[src/rtl/digit_match_sched_pkg.sv]
// Shared defaults, FSM encoding and packed-slice helper for the digit
// recogniser's best-template scheduler.
package digit_match_sched_pkg;

  localparam int W_DEF    = 12;
  localparam int N_DEF    = 10;
  localparam int IDXW_DEF = 4;

  typedef enum logic [1:0] {
    IDLE = 2'd0,
    SCAN = 2'd1,
    DONE = 2'd2
  } state_e;

  function automatic int slice_off(input int k, input int w);
    return k * w;
  endfunction

endpackage

[src/rtl/digit_match_sched_max_cmp_stage.sv]
// Registered (value, index) running-maximum stage. A load seeds it; an enable
// replaces the held pair only when the candidate is strictly greater.
module max_cmp_stage
  import digit_match_sched_pkg::*;
#(
  parameter int W    = W_DEF,
  parameter int IDXW = IDXW_DEF
) (
  input  logic            pclk,
  input  logic            rst,
  input  logic            load_i,
  input  logic            en_i,
  input  logic [W-1:0]    cand_val_i,
  input  logic [IDXW-1:0] cand_idx_i,
  output logic [W-1:0]    max_o,
  output logic [IDXW-1:0] idx_o
);

  logic [W-1:0]    max_q;
  logic [IDXW-1:0] idx_q;

  // Strict compare keeps the earliest index on ties.
  always_ff @(posedge pclk) begin
    if (rst) begin
      max_q <= '0;
      idx_q <= '0;
    end else if (load_i || (en_i && (cand_val_i > max_q))) begin
      max_q <= cand_val_i;
      idx_q <= cand_idx_i;
    end
  end

  assign max_o = max_q;
  assign idx_o = idx_q;

endmodule

[src/rtl/digit_match_sched.sv]
// Serial best-template selector: latches N scores, scans them through one
// comparator and strobes max/idx/hit with a start/busy/valid handshake.
module digit_match_sched
  import digit_match_sched_pkg::*;
#(
  parameter int W    = W_DEF,
  parameter int N    = N_DEF,
  parameter int IDXW = IDXW_DEF
) (
  input  logic            pclk,
  input  logic            rst,
  input  logic            start,
  input  logic [N*W-1:0]  scores,
  input  logic [W-1:0]    thresh,
  output logic            busy,
  output logic            valid,
  output logic [W-1:0]    max,
  output logic [IDXW-1:0] idx,
  output logic            hit
);

  localparam logic [IDXW-1:0] LAST_IDX = IDXW'(N - 1);

  state_e          state_q;
  logic [N*W-1:0]  scores_q;
  logic [W-1:0]    thresh_q;
  logic [IDXW-1:0] i_q;

  logic            cmp_load_d;
  logic            cmp_en_d;
  logic [W-1:0]    cand_val_d;
  logic [IDXW-1:0] cand_idx_d;
  logic [W-1:0]    run_max;
  logic [IDXW-1:0] run_idx;

  // Seeding takes score[0] straight from the input on the accepting edge.
  always_comb begin
    cmp_load_d = (state_q == IDLE) && start;
    cmp_en_d   = (state_q == SCAN);
    if (cmp_load_d) begin
      cand_val_d = scores[W-1:0];
      cand_idx_d = '0;
    end else begin
      cand_val_d = scores_q[slice_off(int'(i_q), W) +: W];
      cand_idx_d = i_q;
    end
  end

  max_cmp_stage #(.W(W), .IDXW(IDXW)) u_cmp (
    .pclk       (pclk),
    .rst        (rst),
    .load_i     (cmp_load_d),
    .en_i       (cmp_en_d),
    .cand_val_i (cand_val_d),
    .cand_idx_i (cand_idx_d),
    .max_o      (run_max),
    .idx_o      (run_idx)
  );

  always_ff @(posedge pclk) begin
    if (rst) begin
      state_q  <= IDLE;
      scores_q <= '0;
      thresh_q <= '0;
      i_q      <= '0;
      valid    <= 1'b0;
      max      <= '0;
      idx      <= '0;
      hit      <= 1'b0;
    end else begin
      valid <= 1'b0;
      case (state_q)
        IDLE: begin
          if (start) begin
            scores_q <= scores;
            thresh_q <= thresh;
            i_q      <= IDXW'(1);
            state_q  <= SCAN;
          end
        end
        SCAN: begin
          // Park the counter at 0 after the last compare so it never wraps.
          if (i_q == LAST_IDX) begin
            i_q     <= '0;
            state_q <= DONE;
          end else begin
            i_q <= i_q + 1'b1;
          end
        end
        DONE: begin
          max     <= run_max;
          idx     <= run_idx;
          hit     <= (run_max >= thresh_q);
          valid   <= 1'b1;
          state_q <= IDLE;
        end
        default: state_q <= IDLE;
      endcase
    end
  end

  assign busy = (state_q != IDLE);

endmodule

[config.mk]
export PLATFORM = sky130hd
export DESIGN_NAME = digit_match_sched
export DESIGN_NICKNAME = d
export VERILOG_FILES = /design/src/rtl/digit_match_sched_pkg.sv /design/src/rtl/digit_match_sched_max_cmp_stage.sv /design/src/rtl/digit_match_sched.sv
export SDC_FILE = /design/constraint.sdc
export NUM_CORES = 1
export LEC_CHECK = 0
export CAP_MARGIN = 20
export CELL_PAD_IN_SITES_DETAIL_PLACEMENT = 0
export CELL_PAD_IN_SITES_GLOBAL_PLACEMENT = 1
export CORE_AREA = 10 10 146 148
export CTS_CLUSTER_SIZE = 30
export DETAILED_ROUTE_END_ITERATION = 16
export DIE_AREA = 0 0 156 158
export DONT_BUFFER_PORTS = 1
export GPL_ROUTABILITY_DRIVEN = 0
export PLACE_DENSITY = 0.76
export SETUP_SLACK_MARGIN = 0.1
export SYNTH_ARGS = -nofsm -noshare
export SYNTH_HDL_FRONTEND = slang
export SYNTH_SLANG_ARGS = --single-unit
[constraint.sdc]
create_clock -name pclk -period 3.2 [get_ports pclk]
set_clock_uncertainty 0.15 [all_clocks]
set_input_delay 0.48 -clock pclk [delete_from_list [all_inputs] [get_ports pclk]]
set_output_delay 0.48 -clock pclk [all_outputs]
set_load 0.01 [all_outputs]
# ---- After elaboration in Yosys (flattened, before gate mapping)
# Index checks and enable logic that the tools add are counted.
dict set report totals {
  out_inout_bits 19
  elab_cells 38
  in_bits 135
  ff_bits 172
}
dict set report op_classes {
  n_lt_le_gt_ge 2
  shifts 1
  reduce_logical 9
  n_eq_ne 5
  n_mux 9
  multipliers 1
  add_sub_neg 1
}
# op count
set op_table {}
lappend op_table {{120-bit by 9-bit indexed part select with 12-bit output} 1}
lappend op_table {{12-bit greater-or-equal comparator} 1}
lappend op_table {{12-bit > comparator} 1}
lappend op_table {{12-bit 2-to-1 mux} 1}
lappend op_table {{4-bit 2-to-1 mux} 3}
lappend op_table {{4-bit one-hot mux with 2 select lines} 1}
lappend op_table {{4-bit by 2-bit multiplier with 6-bit output (second input constant)} 1}
lappend op_table {{2-bit AND reduction} 3}
lappend op_table {{4-bit by 1-bit adder with 4-bit output (second input constant)} 1}
lappend op_table {{4-bit equality test (second input constant)} 1}
lappend op_table {{2-bit 2-to-1 mux} 2}
lappend op_table {{2-bit != test (second input constant)} 2}
lappend op_table {{2-bit one-hot mux with 2 select lines} 1}
lappend op_table {{2-bit nonzero test} 2}
lappend op_table {{2-bit by 1-bit equality test with 1-bit output (second input constant)} 1}
lappend op_table {{2-bit equality test (second input constant)} 1}
lappend op_table {{1-bit logical AND} 2}
lappend op_table {{2-bit logical NOT} 1}
lappend op_table {{1-bit logical OR} 1}
lappend op_table {{1-bit 2-to-1 mux} 1}

# ---- Logic depth before layout (Yosys ltp)
dict set report logic_depth {
  word_depth 6
  ltp_mapped 14
  depth_no_buf 11
}

# ---- Cells and area by module
# A second synthesis with hierarchy kept.
dict set report hier_totals {
  hier_cells 933
  hier_area_um2 7669.9
}
# module seq_area_each_um2 n_inst cells_each area_per_inst_um2
set by_module_without_submodules {}
lappend by_module_without_submodules {digit_match_sched 3123.0 1 818 6672.6}
lappend by_module_without_submodules {max_cmp_stage 320.3 1 115 997.2}

# ---- Worst setup path after synthesis
# OpenSTA, ideal clock, no wires.
dict set report synth_path {
  path_type {register -> register}
  startpoint {register i_q[0]}
  endpoint {register u_cmp.max_q[10], in the netlist u_cmp.max_o[10]}
  stages_incl_launch_ff 14
  synth_period_minus_slack_ns 3.328
  arrival_ns 3.092
  path_buffers 3
  path_slack_ns -0.128
  setup_time_ns 0.086
  required_ns 2.964
  cell_sequence {dfxtp_1 buf_6 buf_6 mux4_2 nand2_1 o2111ai_2 ha_1 nor2b_1 o211ai_1 a211oi_1 o31ai_2 buf_2 nor2_1 a211oi_1}
}
dict set report synth_via {
  elab_chain_len 6
}
# item line
set synth_rtl {}
lappend synth_rtl {{from (decl)} digit_match_sched.sv:27} ;# logic [IDXW-1:0] i_q;
lappend synth_rtl {{from (signal assigned)} digit_match_sched.sv:87} ;# i_q <= i_q + 1'b1;
lappend synth_rtl {{4-bit by 2-bit multiplier with 6-bit output} digit_match_sched_pkg.sv:16} ;# return k * w;
lappend synth_rtl {{120-bit by 9-bit indexed part select with 12-bit output} digit_match_sched.sv:44} ;# cand_val_d = scores_q[slice_off(int'(i_q), W) +: W];
lappend synth_rtl {{12-bit 2-to-1 mux} digit_match_sched.sv:40} ;# if (cmp_load_d) begin
lappend synth_rtl {{named net cand_val_d[1]} digit_match_sched.sv:31} ;# logic [W-1:0] cand_val_d;
lappend synth_rtl {{12-bit > comparator} digit_match_sched_max_cmp_stage.sv:27} ;# end else if (load_i || (en_i && (cand_val_i > max_q))) begin
lappend synth_rtl {{1-bit logical AND} digit_match_sched_max_cmp_stage.sv:27}
lappend synth_rtl {{1-bit logical OR} digit_match_sched_max_cmp_stage.sv:27}
lappend synth_rtl {{to (signal assigned)} digit_match_sched_max_cmp_stage.sv:28} ;# max_q <= cand_val_i;
lappend synth_rtl {{to (decl)} digit_match_sched_max_cmp_stage.sv:19} ;# logic [W-1:0] max_q;
# The timed path passes the listed nets, and every way through them passes these cells.
# A chain may end at the register's enable or synchronous reset.

# ---- Final worst setup path
dict set report layout_path {
  startpoint {register i_q[1]}
  endpoint {register u_cmp.max_q[9], in the netlist u_cmp.max_o[9]}
}
# The elaborated chain is that of the path after synthesis.

==> metrics.log <==
INFO  metric status = finished, violations left
INFO  metric failed_checks = setup timing
INFO  metric cpPeakStageDelay = 0.62 ns
INFO  metric post_route_cells_drive_above_1_share = 0.1787
INFO  metric finalNonFillerCells = 1247
INFO  metric grt_start_max_net_pins = 92
INFO  metric max_freq = 308.5 MHz
INFO  metric p_leak = 3.903 nW
INFO  metric setup_crit_start_kind = flip-flop
INFO  metric cts_max_path_bufs = 2
INFO  metric place_ws = -0.5028 ns
INFO  metric insertion_delay_of_the_later_clocked_pin_in_the_worst_skew_pair = 0.43 ns
INFO  metric maxSlewHeadroom = 0.5243
INFO  metric final_nets = 1161
INFO  metric antenna_found_initial = 0
INFO  metric routed_wirelength = 22980 um
INFO  metric clock-root-buffer = sky130_fd_sc_hd__clkbuf_16
INFO  metric path_cells = buf_12 -> or4b_4 -> buf_4 -> o211ai_2 -> ha_1 -> nand4_1 -> buf_4 -> o21ai_2 -> o31ai_4 -> buf_12 -> buf_8 -> nor2_2 -> a211oi_2
INFO  metric crit_end_element = flip-flop
INFO  metric rsz0062_at_grt = true
INFO  metric final.min_clock_period = 3.242 ns
INFO  metric post-place-cells = 1106
INFO  metric routed_len_inst = 18.43 um
INFO  metric number_of_buffers_created_by_cts = 17
INFO  metric grt_first_pass_wirelength = 35500 um
INFO  metric worst-endpoint-required = 3.40 ns
INFO  metric antenna_cells = 0
INFO  metric areaGrowthSynthToFinish = 32.54%
INFO  metric cp.arrival = 3.44 ns
INFO  metric synth.yosys.seq_area_share = 0.4528
INFO  metric final-setup-viol-count = 11
INFO  metric post_synthesis_average_cell_area = 8.366 um^2
INFO  metric powerDensity = 579.0 nW/um^2
INFO  metric first_pass_iters = 5
INFO  metric finalMaxSlewViolations = 0
INFO  metric post_synth_inst_count = 909
INFO  metric drt_drc_violations_left = 0
INFO  metric hp-class = in2reg
INFO  metric placementRows = 50
INFO  metric postSynthRegisterBits = 172
INFO  metric ant_nets = 0
INFO  metric groute.usage.overall = 0.1828
INFO  metric max_ir_drop_vdd = 423.3 uV
INFO  metric master_of_the_slowest_instance_on_the_critical_path = sky130_fd_sc_hd__or4b_4
INFO  metric place.port_buffers = 0
INFO  metric core-area = 18460 um^2
INFO  metric finalHoldWorstSlack = 0.02962 ns
INFO  metric clkSinkCount = 172
INFO  metric first_global_vias = 6559
INFO  metric critical_path_class = reg2reg
INFO  metric critical_path_peak_fanout = 8
INFO  metric final_critical_path_setup_slack = -0.04196 ns
INFO  metric detailroute.via_count = 6517
INFO  metric boundaryPins = 154
INFO  metric final-hold-violation-count = 0
INFO  metric max_capacitance_violation_total = 0
INFO  metric final_common_cell = sky130_fd_sc_hd__nand2_1
INFO  metric fin_crit_sh = 1.013
INFO  metric timing_worst_slew_pin_value = 0.7135 ns
INFO  metric syn-num-nets = 1070
INFO  metric post_route_total_power = 5.836 mW
INFO  metric fp.dieH = 158 um
INFO  metric drt_iter0_markers = 314
INFO  metric detailed_place_hpwl = 15030 um
INFO  metric cts-htree-levels = 4
INFO  metric tritoncts_clock_tree = yes
INFO  metric setup-tns-final = -0.2641 ns
INFO  metric ys_warn_count = 0
INFO  metric clock_pin_slew_worst_setup_and_hold_paths = 0.07 ns
INFO  metric initial_core_util = 0.4121
INFO  metric syn-cell-area = 7605 um^2
INFO  metric grt-ovfl-total = 0
INFO  metric layout.cells.most_common_list = sky130_fd_sc_hd__nand2_1 (313), sky130_fd_sc_hd__dfxtp_1 (168), sky130_fd_sc_hd__a21oi_1 (153)
INFO  metric yosysUniqueCellTypes = 42
INFO  metric route.detailed.vias_per_inst = 5.226
INFO  metric cp_top_family = simple AND/OR/NAND/NOR gates
INFO  metric worst_path_buf_inv = 5
INFO  metric die_x = 156 um
INFO  metric die_area = 24650 um^2
==> worst reg2reg max path, cell delays in order, from the launching register on <==
cell	delay [ns]
sky130_fd_sc_hd__dfxtp_4	0.36
sky130_fd_sc_hd__buf_12	0.13
sky130_fd_sc_hd__or4b_4	0.62
sky130_fd_sc_hd__buf_4	0.17
sky130_fd_sc_hd__o211ai_2	0.20
sky130_fd_sc_hd__ha_1	0.30
sky130_fd_sc_hd__nand4_1	0.19
sky130_fd_sc_hd__buf_4	0.16
sky130_fd_sc_hd__o21ai_2	0.07
sky130_fd_sc_hd__o31ai_4	0.35
sky130_fd_sc_hd__buf_12	0.17
sky130_fd_sc_hd__buf_8	0.13
sky130_fd_sc_hd__nor2_2	0.04
sky130_fd_sc_hd__a211oi_2	0.13
==> timing repair <==
action | 4_1_cts | 5_1_grt
setup buffers | 15 | 14
cloned | 1 | 0
resized for setup | 41 | 24
endpoints found under the hold margin | 121 | 0
pin swaps | 31 | 16
hold buffers | 79 | 0
endpoints found under the setup margin | 16 | 16
==> per-layer routing <==
| layer | part of all wire | wire length (um) | track usage |
|---|---|---|---|
| met5 | 0 | 0 | 0 |
| met4 | 0.020 | 471 | 0.06385 |
| met3 | 0.070 | 1612 | 0.06160 |
| met2 | 0.48 | 10990 | 0.2904 |
| met1 | 0.43 | 9905 | 0.2271 |
==> synth_stat cells (all sizes together) <==
cell type / instances / share of area
nand2b: 3 / 0.0025
nand3b: 1 / 0.00099
o31ai: 2 / 0.0026
nor3: 6 / 0.0039
clkbuf: 49 / 0.024
and2: 1 / 0.00082
buf: 17 / 0.014
a311oi: 1 / 0.0012
ha: 26 / 0.043
a21oi: 156 / 0.10
and3: 1 / 0.00082
o22a: 1 / 0.0012
mux2i: 16 / 0.021
nor2b: 4 / 0.0033
nor3b: 3 / 0.0036
a31oi: 1 / 0.0016
dfxtp: 172 / 0.45
or4b: 1 / 0.0018
o211ai: 3 / 0.0036
or2: 2 / 0.0016
o21ai: 4 / 0.0026
o21a: 2 / 0.0020
a21o: 6 / 0.0059
a21boi: 1 / 0.00099
a211oi: 15 / 0.019
nand2: 323 / 0.16
nor2: 23 / 0.011
o2111ai: 10 / 0.019
a211o: 2 / 0.0023
nand4: 5 / 0.0041
inv: 25 / 0.012
mux4: 24 / 0.071
nand3: 3 / 0.0020
==> cell families after synthesis <==
kind of cell    synth area share
mux                      0.09214
fa+ha+maj                0.04278
buf+inv                  0.05100
flops                     0.4528
simple gates              0.1963
compound gates            0.1650
==> flip-flops by register name, indices dropped and copies added (netlist names) <==
register / count
u_cmp.idx_o: 4
thresh_q: 12
scores_q: 120
u_cmp.max_o: 12
max: 12
hit: 1
idx: 4
state_q: 2
i_q: 4
valid: 1
==> cell type report <==
cell class | instances | area [um^2]
Tap cell | 234 | 292.8
Timing Repair Buffer | 138 | 1486
Inverter | 25 | 93.84
Sequential cell | 172 | 3453
Clock inverter | 13 | 215.2
Multi-Input combinational cell | 646 | 4105
Clock buffer | 19 | 432.9
Fill cell | 1717 | 8376
==> power by group <==
part           total [mW]  switching [mW]  internal, mW  leakage [nW]
combinational        1.17           0.586         0.584          2.19
sequential           2.37          0.0928          2.28          1.41
clock                2.29           0.899          1.39         0.306
==> path summary, 6_finish.rpt <==
kind / from / endpoint / slack [ns] / depth (start not counted)
worst min register to register: scores_q[54] / scores_q[54] / 0.30 / 2
worst max-delay path: i_q[1] / u_cmp.max_o[9] / -0.04 / 13
worst max register to register: i_q[1] / u_cmp.max_o[9] / -0.04 / 13
worst min-delay path: scores[32] / scores_q[32] / 0.03 / 2
==> metrics by stage <==
stage          utilization  area [um^2]
2_1_floorplan            -         7657
3_3_place_gp        0.4311         7956
3_5_place_dp        0.4311         7956
4_1_cts             0.5326         9829
5_1_grt             0.5462        10080
6_report            0.5462        10080
No activity file was read; power rests on OpenSTA's default activity.
